==> config.mk <==
export PLATFORM = sky130hd
export DESIGN_NAME = vga_text_console
export DESIGN_NICKNAME = d
export VERILOG_FILES = /design/src/rtl/vga_text_pkg.sv /design/src/rtl/vga_text_cursor.sv /design/src/rtl/vga_text_console.sv
export SDC_FILE = /design/constraint.sdc
export NUM_CORES = 1
export LEC_CHECK = 0
export CORE_UTILIZATION = 35
export CTS_CLUSTER_SIZE = 25
export DETAILED_ROUTE_END_ITERATION = 8
export SETUP_SLACK_MARGIN = 0.02
export SYNTH_ARGS = -nofsm -noshare
export SYNTH_HDL_FRONTEND = slang
export SYNTH_HIERARCHICAL = 1
export SYNTH_SLANG_ARGS = --single-unit
==> constraint.sdc <==
create_clock -name clk25mhz -period 5.1 [get_ports clk25mhz]
set_input_delay 1.275 -clock clk25mhz [delete_from_list [all_inputs] [get_ports clk25mhz]]
set_output_delay 1.275 -clock clk25mhz [all_outputs]
set_load 0.03 [all_outputs]
==> src/rtl/vga_text_pkg.sv <==
// Shared constants, control codes and FSM state type for the 80x34 VGA text console.
package vga_text_pkg;

    localparam int COLS  = 80;
    localparam int ROWS  = 34;
    localparam int CELLS = COLS * ROWS;

    localparam logic [7:0] BLANK = 8'h20;

    localparam logic [6:0] CR = 7'h0D;
    localparam logic [6:0] LF = 7'h0A;
    localparam logic [6:0] BS = 7'h08;
    localparam logic [6:0] FF = 7'h0C;

    typedef enum logic {
        IDLE,
        CLEAR
    } state_e;

    function automatic logic is_printable(input logic [6:0] code);
        return (code >= 7'h20) && (code <= 7'h7E);
    endfunction

endpackage

==> src/rtl/vga_text_cursor.sv <==
// Cursor position keeper: row, column and linear cell address (row*80+col), all kept in step.
module vga_text_cursor
    import vga_text_pkg::*;
(
    input  logic        clk25mhz,
    input  logic        reset,
    input  logic        advance_i,
    input  logic        newline_i,
    input  logic        home_i,
    input  logic        back_i,
    input  logic        wrap_i,
    output logic [6:0]  col_o,
    output logic [11:0] addr_o
);

    logic [5:0]  row_q,  row_d;
    logic [6:0]  col_q,  col_d;
    logic [11:0] addr_q, addr_d;

    logic last_col, last_row;

    assign last_col = (col_q == 7'(COLS - 1));
    assign last_row = (row_q == 6'(ROWS - 1));

    // NOTE: every always_comb output gets a default first, so no path can infer a latch.
    always_comb begin
        row_d  = row_q;
        col_d  = col_q;
        addr_d = addr_q;
        if (wrap_i) begin
            row_d  = '0;
            col_d  = '0;
            addr_d = '0;
        end else if (advance_i) begin
            if (last_col) begin
                col_d = '0;
                if (last_row) begin
                    row_d  = '0;
                    addr_d = '0;
                end else begin
                    row_d  = row_q + 6'd1;
                    addr_d = addr_q + 12'd1;
                end
            end else begin
                col_d  = col_q + 7'd1;
                addr_d = addr_q + 12'd1;
            end
        end else if (newline_i) begin
            col_d = '0;
            if (last_row) begin
                row_d  = '0;
                addr_d = '0;
            end else begin
                row_d  = row_q + 6'd1;
                addr_d = addr_q - 12'(col_q) + 12'(COLS);
            end
        end else if (home_i) begin
            col_d  = '0;
            addr_d = addr_q - 12'(col_q);
        end else if (back_i && (col_q != 7'd0)) begin
            col_d  = col_q - 7'd1;
            addr_d = addr_q - 12'd1;
        end
    end

    // NOTE: sequential state uses non-blocking assignments so all registers update together.
    always_ff @(posedge clk25mhz) begin
        if (reset) begin
            row_q  <= '0;
            col_q  <= '0;
            addr_q <= '0;
        end else begin
            row_q  <= row_d;
            col_q  <= col_d;
            addr_q <= addr_d;
        end
    end

    assign col_o  = col_q;
    assign addr_o = addr_q;

endmodule

==> src/rtl/vga_text_console.sv <==
// Host byte stream to character-RAM writer with cursor control and clear-screen sweep.
// Build option: VGA_TEXT_CONSOLE_CLEAR_ON_RESET_EN makes reset start a full clear sweep.
module vga_text_console
    import vga_text_pkg::*;
(
    input  logic        clk25mhz,
    input  logic        reset,
    input  logic        in_valid,
    input  logic [7:0]  in_data,
    output logic        in_ready,
    output logic        mem_we,
    output logic [11:0] mem_addr,
    output logic [7:0]  mem_wdata,
    output logic [11:0] cursor_addr,
    output logic        busy
);

    // The sweep counter holds the address currently on mem_addr; starting at all-ones
    // lets the first CLEAR cycle after reset wrap it to cell 0.
`ifdef VGA_TEXT_CONSOLE_CLEAR_ON_RESET_EN
    localparam state_e      RST_STATE = CLEAR;
    localparam logic [11:0] RST_CLR   = 12'hFFF;
`else
    localparam state_e      RST_STATE = IDLE;
    localparam logic [11:0] RST_CLR   = 12'd0;
`endif

    state_e      state_q, state_d;
    logic [11:0] clr_q, clr_d;
    logic        mem_we_q, mem_we_d;
    logic [11:0] mem_addr_q, mem_addr_d;
    logic [7:0]  mem_wdata_q, mem_wdata_d;

    logic        cur_advance, cur_newline, cur_home, cur_back, cur_wrap;
    logic [6:0]  cur_col;
    logic [11:0] cur_addr;
    logic [6:0]  code;
    logic        xfer;

    assign code     = in_data[6:0];
    assign in_ready = (state_q == IDLE);
    assign xfer     = in_valid && in_ready;

    always_comb begin
        state_d     = state_q;
        clr_d       = clr_q;
        mem_we_d    = 1'b0;
        mem_addr_d  = mem_addr_q;
        mem_wdata_d = mem_wdata_q;
        cur_advance = 1'b0;
        cur_newline = 1'b0;
        cur_home    = 1'b0;
        cur_back    = 1'b0;
        cur_wrap    = 1'b0;
        unique case (state_q)
            IDLE: begin
                if (xfer) begin
                    if (is_printable(code)) begin
                        mem_we_d    = 1'b1;
                        mem_addr_d  = cur_addr;
                        mem_wdata_d = in_data;
                        cur_advance = 1'b1;
                    end else if (code == CR) begin
                        cur_home = 1'b1;
                    end else if (code == LF) begin
                        cur_newline = 1'b1;
                    end else if (code == BS) begin
                        if (cur_col != 7'd0) begin
                            mem_we_d    = 1'b1;
                            mem_addr_d  = cur_addr - 12'd1;
                            mem_wdata_d = BLANK;
                            cur_back    = 1'b1;
                        end
                    end else if (code == FF) begin
                        // First blank goes out with the same latency as a character write.
                        state_d     = CLEAR;
                        clr_d       = 12'd0;
                        mem_we_d    = 1'b1;
                        mem_addr_d  = 12'd0;
                        mem_wdata_d = BLANK;
                    end
                end
            end
            CLEAR: begin
                if (clr_q == 12'(CELLS - 1)) begin
                    state_d  = IDLE;
                    cur_wrap = 1'b1;
                end else begin
                    clr_d       = clr_q + 12'd1;
                    mem_we_d    = 1'b1;
                    mem_addr_d  = clr_q + 12'd1;
                    mem_wdata_d = BLANK;
                end
            end
            default: state_d = IDLE;
        endcase
    end

    always_ff @(posedge clk25mhz) begin
        if (reset) begin
            state_q     <= RST_STATE;
            clr_q       <= RST_CLR;
            mem_we_q    <= 1'b0;
            mem_addr_q  <= '0;
            mem_wdata_q <= '0;
        end else begin
            state_q     <= state_d;
            clr_q       <= clr_d;
            mem_we_q    <= mem_we_d;
            mem_addr_q  <= mem_addr_d;
            mem_wdata_q <= mem_wdata_d;
        end
    end

    vga_text_cursor u_cursor (
        .clk25mhz  (clk25mhz),
        .reset     (reset),
        .advance_i (cur_advance),
        .newline_i (cur_newline),
        .home_i    (cur_home),
        .back_i    (cur_back),
        .wrap_i    (cur_wrap),
        .col_o     (cur_col),
        .addr_o    (cur_addr)
    );

    assign mem_we      = mem_we_q;
    assign mem_addr    = mem_addr_q;
    assign mem_wdata   = mem_wdata_q;
    assign cursor_addr = cur_addr;
    assign busy        = (state_q == CLEAR);

endmodule
After elaboration in Yosys (flattened, before gate mapping)

Cells that the tools add are included.

Eq/ne operators: 19
$lt $le $gt $ge: 2
Mux-type cells: 75
Shift operators: 0
Bitwise operators: 1
Add/subtract/negate cells: 8
Reduce and logical (&&, ||, !) cells: 10
Divide/modulo/power cells: 0
$mul: 0

Operators with widths:

| operator                                                           | count |
|---|---|
| two-way mux 12 bit                                                 | 20 |
| two-way mux 8 bit                                                  | 8 |
| case mux 12 bit (2 select lines)                                   | 2 |
| two-way mux 7 bit                                                  | 5 |
| two-way mux 1 bit                                                  | 33 |
| == test 7 x 4 -> 1 bit (second input constant)                     | 4 |
| adder 12 x 1 -> 12 bit (second input constant)                     | 2 |
| two-way mux 6 bit                                                  | 4 |
| case mux 8 bit (2 select lines)                                    | 1 |
| adder 12 x 7 -> 12 bit (second input constant)                     | 1 |
| == test 12 bit (second input constant)                             | 1 |
| subtractor 12 x 1 -> 12 bit (second input constant)                | 1 |
| subtractor 12 x 7 -> 12 bit                                        | 1 |
| inequality test 2 bit (second input constant)                      | 5 |
| adder 7 x 1 -> 7 bit (second input constant)                       | 1 |
| == test 7 bit (second input constant)                              | 1 |
| greater-or-equal comparator 7 x 6 -> 1 bit (second input constant) | 1 |
| <= comparator 7 bit (second input constant)                        | 1 |
| AND reduction 7 bit                                                | 1 |
| nonzero test 7 bit                                                 | 1 |
| subtractor 7 x 1 -> 7 bit (second input constant)                  | 1 |
| adder 6 x 1 -> 6 bit (second input constant)                       | 1 |
| == test 6 bit (second input constant)                              | 1 |
| inequality test 2 x 1 -> 1 bit (second input constant)             | 3 |
| 11 further kinds                                                   | 15 |

Word-level logic and storage cells: 123
Input bits: 11
Register bits after elaboration: 59
Memories kept: 0
Bits in latches: 0
Output and inout bits: 35
ROM bits: 0
RAM bits: 0

Logic depth before layout (Yosys ltp)

Gate-level depths: netlist of the first run.

Depth after elaboration: 13
Depth in mapped cells: 14
Mapped depth without buffers: 13

Cells and area by module

The synthesis of the first run kept the hierarchy.

Modules (own cells, without submodules):

| module           | cells each | seq. area each (um2) | times used | area an instance (um2) |
|---|---|---|---|---|
| vga_text_cursor  | 345        | 500.5                | 1          | 2570.0 |
| vga_text_console | 252        | 680.7                | 1          | 2043.2 |

Least setup slack after synthesis of the first run

OpenSTA, ideal clock, no wires.

Path type: input-to-reg
Start point: input in_data[3]
End point: register u_cursor.addr_q[2] (netlist: u_cursor/addr_o[2])
Setup slack: 1.228 ns
Stages on the path: 13
Data arrival time: 3.749 ns
Required time: 4.977 ns
Path buffers: 5
Setup time: 0.123 ns
Path through: nand3_1 o22a_1 buf_2 buf_6 clkbuf_1 nor3_1 or2_2 clkbuf_1 nor2_1 clkbuf_1 a221o_1 a221oi_1 nor2_1

Elaborated cells between the ends (all ways): 29
Classes of those cells: order compare (2); eq/ne (3); mux (21); reduce/logical (3)

RTL lines:

| element                                                                                            | line                   | text |
|---|---|---|
| start: declaration                                                                                 | vga_text_console.sv:9  | `input logic [7:0] in_data,` |
| parallel branches: the longest is 3 deep, another holds greater-or-equal comparator 7 x 6 -> 1 bit | -                      |  |
| two-way mux 1 bit *                                                                                | vga_text_console.sv:58 | `if (is_printable(code)) begin` |
| two-way mux 1 bit *                                                                                | vga_text_console.sv:57 | `if (xfer) begin` |
| two-way mux 1 bit *                                                                                | vga_text_console.sv:55 | `unique case (state_q)` |
| via cur_newline                                                                                    | vga_text_console.sv:34 | `logic cur_advance, cur_newline, cur_home, cur_back, cur_wrap;` |
| two-way mux 12 bit                                                                                 | vga_text_cursor.sv:48  | `end else if (newline_i) begin` |
| two-way mux 12 bit                                                                                 | vga_text_cursor.sv:34  | `end else if (advance_i) begin` |
| end signal: assignment                                                                             | vga_text_cursor.sv:75  | `addr_q <= addr_d;` |
| end: declaration                                                                                   | vga_text_cursor.sv:18  | `logic [11:0] addr_q, addr_d;` |

Mark *: on every way through the listed nets, which the timed path passes.
A chain may end at the register's enable or synchronous reset.

Worst setup path after layout of the first run

Start point: input in_data[5]
End point: register u_cursor.addr_q[6] (netlist: u_cursor/addr_o[6])

Elaborated cells between the ends (all ways): 29
Classes of those cells: order compare (2); eq/ne (3); mux (21); reduce/logical (3)

RTL lines:

| element                                                                                  | line                   | text |
|---|---|---|
| greater-or-equal comparator 7 x 6 -> 1 bit / <= comparator 7 bit (equally long branches) | vga_text_pkg.sv:21     | `return (code >= 7'h20) && (code <= 7'h7E);` |
| logical AND 1 bit *                                                                      | vga_text_pkg.sv:21     |  |
| two-way mux 1 bit *                                                                      | vga_text_console.sv:58 |  |
| two-way mux 1 bit *                                                                      | vga_text_console.sv:57 |  |
| two-way mux 1 bit *                                                                      | vga_text_console.sv:55 |  |
| via cur_advance                                                                          | vga_text_console.sv:34 |  |
| nonzero test 4 bit (no source line) / two-way mux 12 bit (equally long branches)         | -                      |  |

Mark *: on every way through the listed nets, which the timed path passes. The rest lies on a longest branch.

==> results.yml, run 1 <==
run_status:
  run_status: "complete, no violations"
timing:
  min_period_ps: 4190
  rsz_0062_raised_after_global_routing: "no"
  fin_tns_setup_ps: 0
  total_count_of_hold_check_failures_in_the_final_report: 0
  drv_slew: 0
  tightest_slew_ps: 743
  setup_slack_ps: 911
  setup_violations: 0
  achievable-frequency_ghz: 0.239
  finalCritPeriodShare_pct: 82.1
  timing.clock.skew_ps: 4.87
  maxSlewHeadroom_pct: 50.2
clocking:
  clk_pin_slew_worst_paths_ps: 50
  worst_skew_pair.late_latency_ps: 330
  clock-root-buffer: "sky130_fd_sc_hd__clkbuf_16"
  clkSinkCount: 59
  cts_tree: "yes"
  post_cts_hold_buffer_count: 0
  cts.repair.resized: 0
  numCtsBuffers: 9
  cts_htree_levels: 3
  post_cts.repair.setup_buffers: 0
  cts_max_path_buffers: 2
floorplan:
  die_width_um: 117
  die-area_sq_mm: 0.0136
  ios: 46
  placement_rows: 41
  chipHeight_um: 117
  starting_density_of_the_core_pct: 36.3
  design.core.area_sq_mm: 0.0127
drt:
  avgRoutedWirePerCell_um: 16.8
  route.detailed.vias_per_inst: 5.90
  drcViolationCount: 0
  drt_pre_antenna_iters: 5
  finalWirelength_mm: 13.5
  route.antenna.remaining_nets: 0
  routed-via-count: 4754
  drt_iter0_drc: 501
cells_and_area:
  final_cell_mix: "63 x sky130_fd_sc_hd__nor2_1, 59 x sky130_fd_sc_hd__dfxtp_1, 45 x sky130_fd_sc_hd__clkdlybuf4s50_1"
  multi_input_area_sq_mm: 0.00316
  area.sequential_sq_mm: 0.00118
  design.final.nets: 658
  area_growth_syn_to_layout_pct: 18.9
  antennaDiodeCount: 0
  mostFrequentLayoutCell: "sky130_fd_sc_hd__nor2_1"
  fillerInstances: 1322
  layout_cell_share_with_drive_strength_beyond_1_pct: 8.36
worst_setup_path:
  critical_path_required_ps: 5360
  crit_fanout: 12
  timing_worst_setup_path_type: "input port to flip-flop"
  endpoint_kind_of_the_worst_setup_timing_path: "flip-flop"
  worstSetupStartpointType: "input port"
  worstPathArrival_ps: 4450
yosys:
  synth_enable_flop_cells: 0
  avgSynthCellArea_sq_um: 7.73
  post_synthesis_instance_total: 597
  syn_nets: 626
  synth-seq-area-share_pct: 25.6
  ys_warn_count: 6
  ys.flop_type: "sky130_fd_sc_hd__dfxtp_1"
  syn_area_sq_mm: 0.00461
  ys_seq_elements: 59
  synthDistinctLibCells: 91
  async_flop_share_pct: 0
grt:
  grt_start_max_net_pins: 30
  global_router_s_overall_resource_usage_pct: 20.7
  antenna_found_initial: 0
  grt.overflow.total: 0
  grt_pass1_vias: 4326
  wire_length_of_the_first_global_routing_pass_mm: 22.0
placement:
  port_buffers: 45
  dp_worst_setup_slack_ps: 624
  place.detailed.hpwl_mm: 10.0
  finalWeightedCongestion: 0.900
pwr:
  p_per_area_mw_per_mm2: 307
  power_leakage_uw: 0.00194
  irDropWorstVdd_uv: 181
job:
  drv.max_cap_violation_count: 0
hold_path:
  worst_hold_path_type: "flip-flop to flip-flop"
==> critical path, stage by stage <==
cell	delay [ps]
sky130_fd_sc_hd__clkdlybuf4s50_1	630
sky130_fd_sc_hd__nand4_1	190
sky130_fd_sc_hd__o22a_1	330
sky130_fd_sc_hd__and3_1	400
sky130_fd_sc_hd__or3_1	610
sky130_fd_sc_hd__nor2_1	570
sky130_fd_sc_hd__o21ai_1	140
sky130_fd_sc_hd__o41ai_1	90
sky130_fd_sc_hd__a221oi_1	80
sky130_fd_sc_hd__nor2_1	120
==> cell usage after synthesis, drive strengths merged, types with 11 or more instances <==
cell type	instances	share of area (%)
a21oi	45	5.0
buf	16	2.4
clkbuf	18	1.5
dfxtp	59	26
ha	17	4.6
inv	24	2.0
nand2	39	3.2
nand3	30	3.3
nand4	14	1.9
nor2	65	5.4
nor3	26	2.8
o21ai	38	4.4
o31ai	11	1.8
or3	13	2.0
xnor2	14	2.8
xor2	13	2.5
==> area by class of cell <==
type	instances	share of cell area, %
Clock buffer	11	4.24
Sequential cell	59	21.5
Multi-Input combinational cell	479	57.6
Inverter	25	1.71
Tap cell	172	3.92
Clock inverter	5	1.41
Timing Repair Buffer	55	9.58
==> cell families after synthesis <==
group	share of synthesized area (%)
multiplexers	1.76
AND/OR/NAND/NOR	27.3
flip-flops	25.6
AO/OA/AOI/OAI	29.2
XOR/XNOR	5.29
adder cells (fa/ha/maj)	5.04
buffers and inverters	5.89
==> power breakdown <==
| part | internal [uW] | switching [uW] |
|---|---|---|
| Clock | 426 | 206 |
| Sequential | 486 | 49.9 |
| Combinational | 216 | 304 |
| Total | 1130 | 560 |
==> final timing paths <==
check,start,end,slack (ps),cells past startpoint
worst max-delay path,in_data[5],u_cursor/addr_o[6],910,10
worst max register to register,busy,u_cursor/addr_o[6],1550,10
worst min register to register,mem_addr[0],mem_addr[0],470,2
worst min-delay path,mem_addr[0],mem_addr[0],470,2
==> per-stage QoR <==
stage | total power, uW | area [sq um] | std cells | util (%) | hold slack (ps)
final | 1690 | 5490 | 806 | 43.1 | 469
after global routing | 1780 | 5490 | 806 | 43.1 | 496
after CTS | 1700 | 5490 | 806 | 43.1 | 475
after detailed placement | 1060 | 5180 | 790 | 40.7 | 462
after global placement | 1060 | 5180 | 790 | 40.7 | 456
after floorplan | 916 | 4610 | 597 | - | 463
==> sequential cells by signal, summed over array words and instances (netlist names) <==
| signal | cells |
|---|---|
| clr_q | 12 |
| u_cursor/row_q | 6 |
| u_cursor/col_o | 7 |
| mem_wdata | 8 |
| u_cursor/addr_o | 12 |
| busy | 1 |
| mem_we | 1 |
| mem_addr | 12 |
==> per-layer routing <==
metal,share of wire [%],GRT usage (%)
met2,47,32.7
met1,46,27.6
met3,4.9,4.79
met4,2.6,7.34
met5,0,0
Note: power is estimated with default switching activity, not from simulation.
==> run 2, diff against run 1 <==
==> constraint.sdc (replaced) <==
create_clock -name clk25mhz -period 4 [get_ports clk25mhz]
set_input_delay 1 -clock clk25mhz [delete_from_list [all_inputs] [get_ports clk25mhz]]
set_output_delay 1 -clock clk25mhz [all_outputs]
set_load 0.03 [all_outputs]
==> run 2 against run 1 <==
Compared with the run above: worst setup slack lost 300 ps; power grew 30%; via count grew 3.6%; count of clock-buffer cells in the layout shrank 2; sequential cell count is the same; sequential share of layout area shrank 0.43 points; sequential power grew 27%; clock skew is essentially flat; largest cell class unchanged; die area is the same; combinational power grew 31%; largest power group unchanged; hold slack lost 0.57 ps.
==> results.yml, run 2 (same netlist as run 1, synthesis figures left out) <==
worst_setup_path:
  timing.critical_path.cells: "clkdlybuf4s50_1 -> nor3_1 -> o2111ai_4 -> nor3_1 -> inv_1 -> a41oi_1 -> buf_4 -> and4b_1 -> a41oi_1 -> o21a_1 -> a211o_1 -> nand3_1"
  slowest_stage_delay_on_critical_path_ps: 540
  endpoint_kind_of_the_worst_setup_timing_path: "flip-flop"
  crit_path_top_delay_cell: "sky130_fd_sc_hd__clkdlybuf4s50_1"
  timing_worst_setup_path_type: "input port to flip-flop"
  setup.worst_path.start: "in_data[6]"
  worstSetupStartpointType: "input port"
  crit_fanout: 6
  critical_path_required_ps: 4280
  crit-reg2reg-launch: "u_cursor/addr_o[0]"
  worstPathArrival_ps: 3670
pwr:
  sequential_power_share_pct: 30.9
  clkPwrFrac_pct: 38.1
  power.share.combinational_pct: 31.0
  total_power_of_the_final_layout_uw: 2190
  int_power_uw: 1440
  power_leakage_uw: 0.00201
  irDropWorstVdd_uv: 209
  sw_frac_of_total_pct: 34.1
  power.switching_uw: 747
  p_per_area_mw_per_mm2: 392
job:
  drv.max_cap_violation_count: 0
clocking:
  numCtsBuffers: 9
  cts_max_path_buffers: 2
  clock-root-buffer: "sky130_fd_sc_hd__clkbuf_16"
  post_cts.repair.setup_buffers: 0
  cts.repair.resized: 0
  post_cts_hold_buffer_count: 0
  clk_pin_slew_worst_paths_ps: 60
  cts_htree_levels: 3
  cts_tree: "yes"
  clkSinkCount: 59
  worst_skew_pair.late_latency_ps: 340
placement:
  port_buffers: 45
  post_dp_cell_area_sq_mm: 0.00528
  dp_worst_setup_slack_ps: 272
  place.detailed.hpwl_mm: 10.2
  finalWeightedCongestion: 0.925
  dpl.cell_count: 804
floorplan:
  starting_density_of_the_core_pct: 36.3
  design.core.area_sq_mm: 0.0127
  placement_rows: 41
  die_width_um: 117
  die-area_sq_mm: 0.0136
  chipHeight_um: 117
  ios: 46
timing:
  min_period_ps: 3390
  setup_violations: 0
  maxSlewHeadroom_pct: 54.4
  total_count_of_hold_check_failures_in_the_final_report: 0
  setup_slack_ps: 608
  finalCritPeriodShare_pct: 84.8
  tightest_slew_ps: 684
  rsz_0062_raised_after_global_routing: "no"
  fin_tns_setup_ps: 0
  timing.clock.skew_ps: 4.93
  drv_slew: 0
  achievable-frequency_ghz: 0.295
drt:
  routed-via-count: 4927
  drcViolationCount: 0
  finalWirelength_mm: 13.8
  drt_iter0_drc: 498
  route.detailed.vias_per_inst: 6.01
  route.antenna.remaining_nets: 0
  drt_pre_antenna_iters: 5
  avgRoutedWirePerCell_um: 16.9
run_status:
  run_status: "complete, no violations"
grt:
  busiest_layer: "met2"
  grt.overflow.total: 0
  grt_util_met2_pct: 33.1
  grt_pass1_vias: 4504
  grt_start_max_net_pins: 20
  groute.layer.met1.usage_pct: 27.5
  grt_util_met3_pct: 4.12
  antenna_found_initial: 0
  wire_length_of_the_first_global_routing_pass_mm: 22.5
  global_router_s_overall_resource_usage_pct: 21.1
cells_and_area:
  mostFrequentLayoutCell: "sky130_fd_sc_hd__nor2_1"
  final_cell_mix: "63 x sky130_fd_sc_hd__nor2_1, 59 x sky130_fd_sc_hd__dfxtp_1, 45 x sky130_fd_sc_hd__clkdlybuf4s50_1"
  finalInstanceArea_sq_mm: 0.00560
  antennaDiodeCount: 0
  instances_no_fill: 820
  design.final.nets: 672
  area_growth_syn_to_layout_pct: 21.3
  layout_cell_share_with_drive_strength_beyond_1_pct: 10.6
hold_path:
  hold_path.startpoint: "mem_wdata[4]"
  worst_hold_path_type: "flip-flop to flip-flop"
## run 2: cell types whose count changed in the layout (fill, tap and decap cells not counted)
cell                       delta
sky130_fd_sc_hd__clkinv_2     +1
sky130_fd_sc_hd__clkbuf_1     -2
sky130_fd_sc_hd__buf_4       +14
sky130_fd_sc_hd__inv_6        +1
## run 2: per-layer routing
metal	vias up	share of wire [%]	routed length, um
met4	0	3.7	514
met1	2331	44	6120
met2	198	46	6370
met5	-	0	0
met3	35	5.9	822
li1	2363	-	-
## run 2: through the flow
step / hold WS [ps] / util, %
2_1_floorplan: 463 / -
3_3_place_gp: 456 / 41.5
3_5_place_dp: 461 / 41.5
4_1_cts: 471 / 44.0
5_1_grt: 488 / 44.0
6_report: 469 / 44.0
## run 2: final timing paths
path                                            end  slack (ps)  cells past startpoint
worst max-delay path            u_cursor/addr_o[11]         610                     12
worst min-delay path                   mem_wdata[4]         470                      2
worst max register to register   u_cursor/addr_o[9]         680                     11
worst min register to register         mem_wdata[4]         470                      2
## run 2: cell type report
| class | count | area, sq um |
|---|---|---|
| Multi-Input combinational cell | 479 | 3160 |
| Timing Repair Buffer | 69 | 631 |
| Clock buffer | 9 | 225 |
| Fill cell | 1302 | 7120 |
| Tap cell | 172 | 215 |
| Clock inverter | 7 | 91.3 |
| Inverter | 25 | 93.8 |
| Sequential cell | 59 | 1180 |
## run 2: power groups by stage
stage | clock [uW] | combinational [uW] | sequential (uW)
after floorplan | 0 | 462 | 706
after global placement | 0 | 660 | 688
after detailed placement | 0 | 669 | 688
after CTS | 847 | 672 | 676
after global routing | 877 | 740 | 683
final | 835 | 680 | 677
## run 2: worst max-delay path: cells and delay by family
kind / cells / cell delay, ps
AOI/OAI and AO/OA: 5 / 990
and+or+nand+nor: 4 / 850
buffers and inverters: 3 / 810
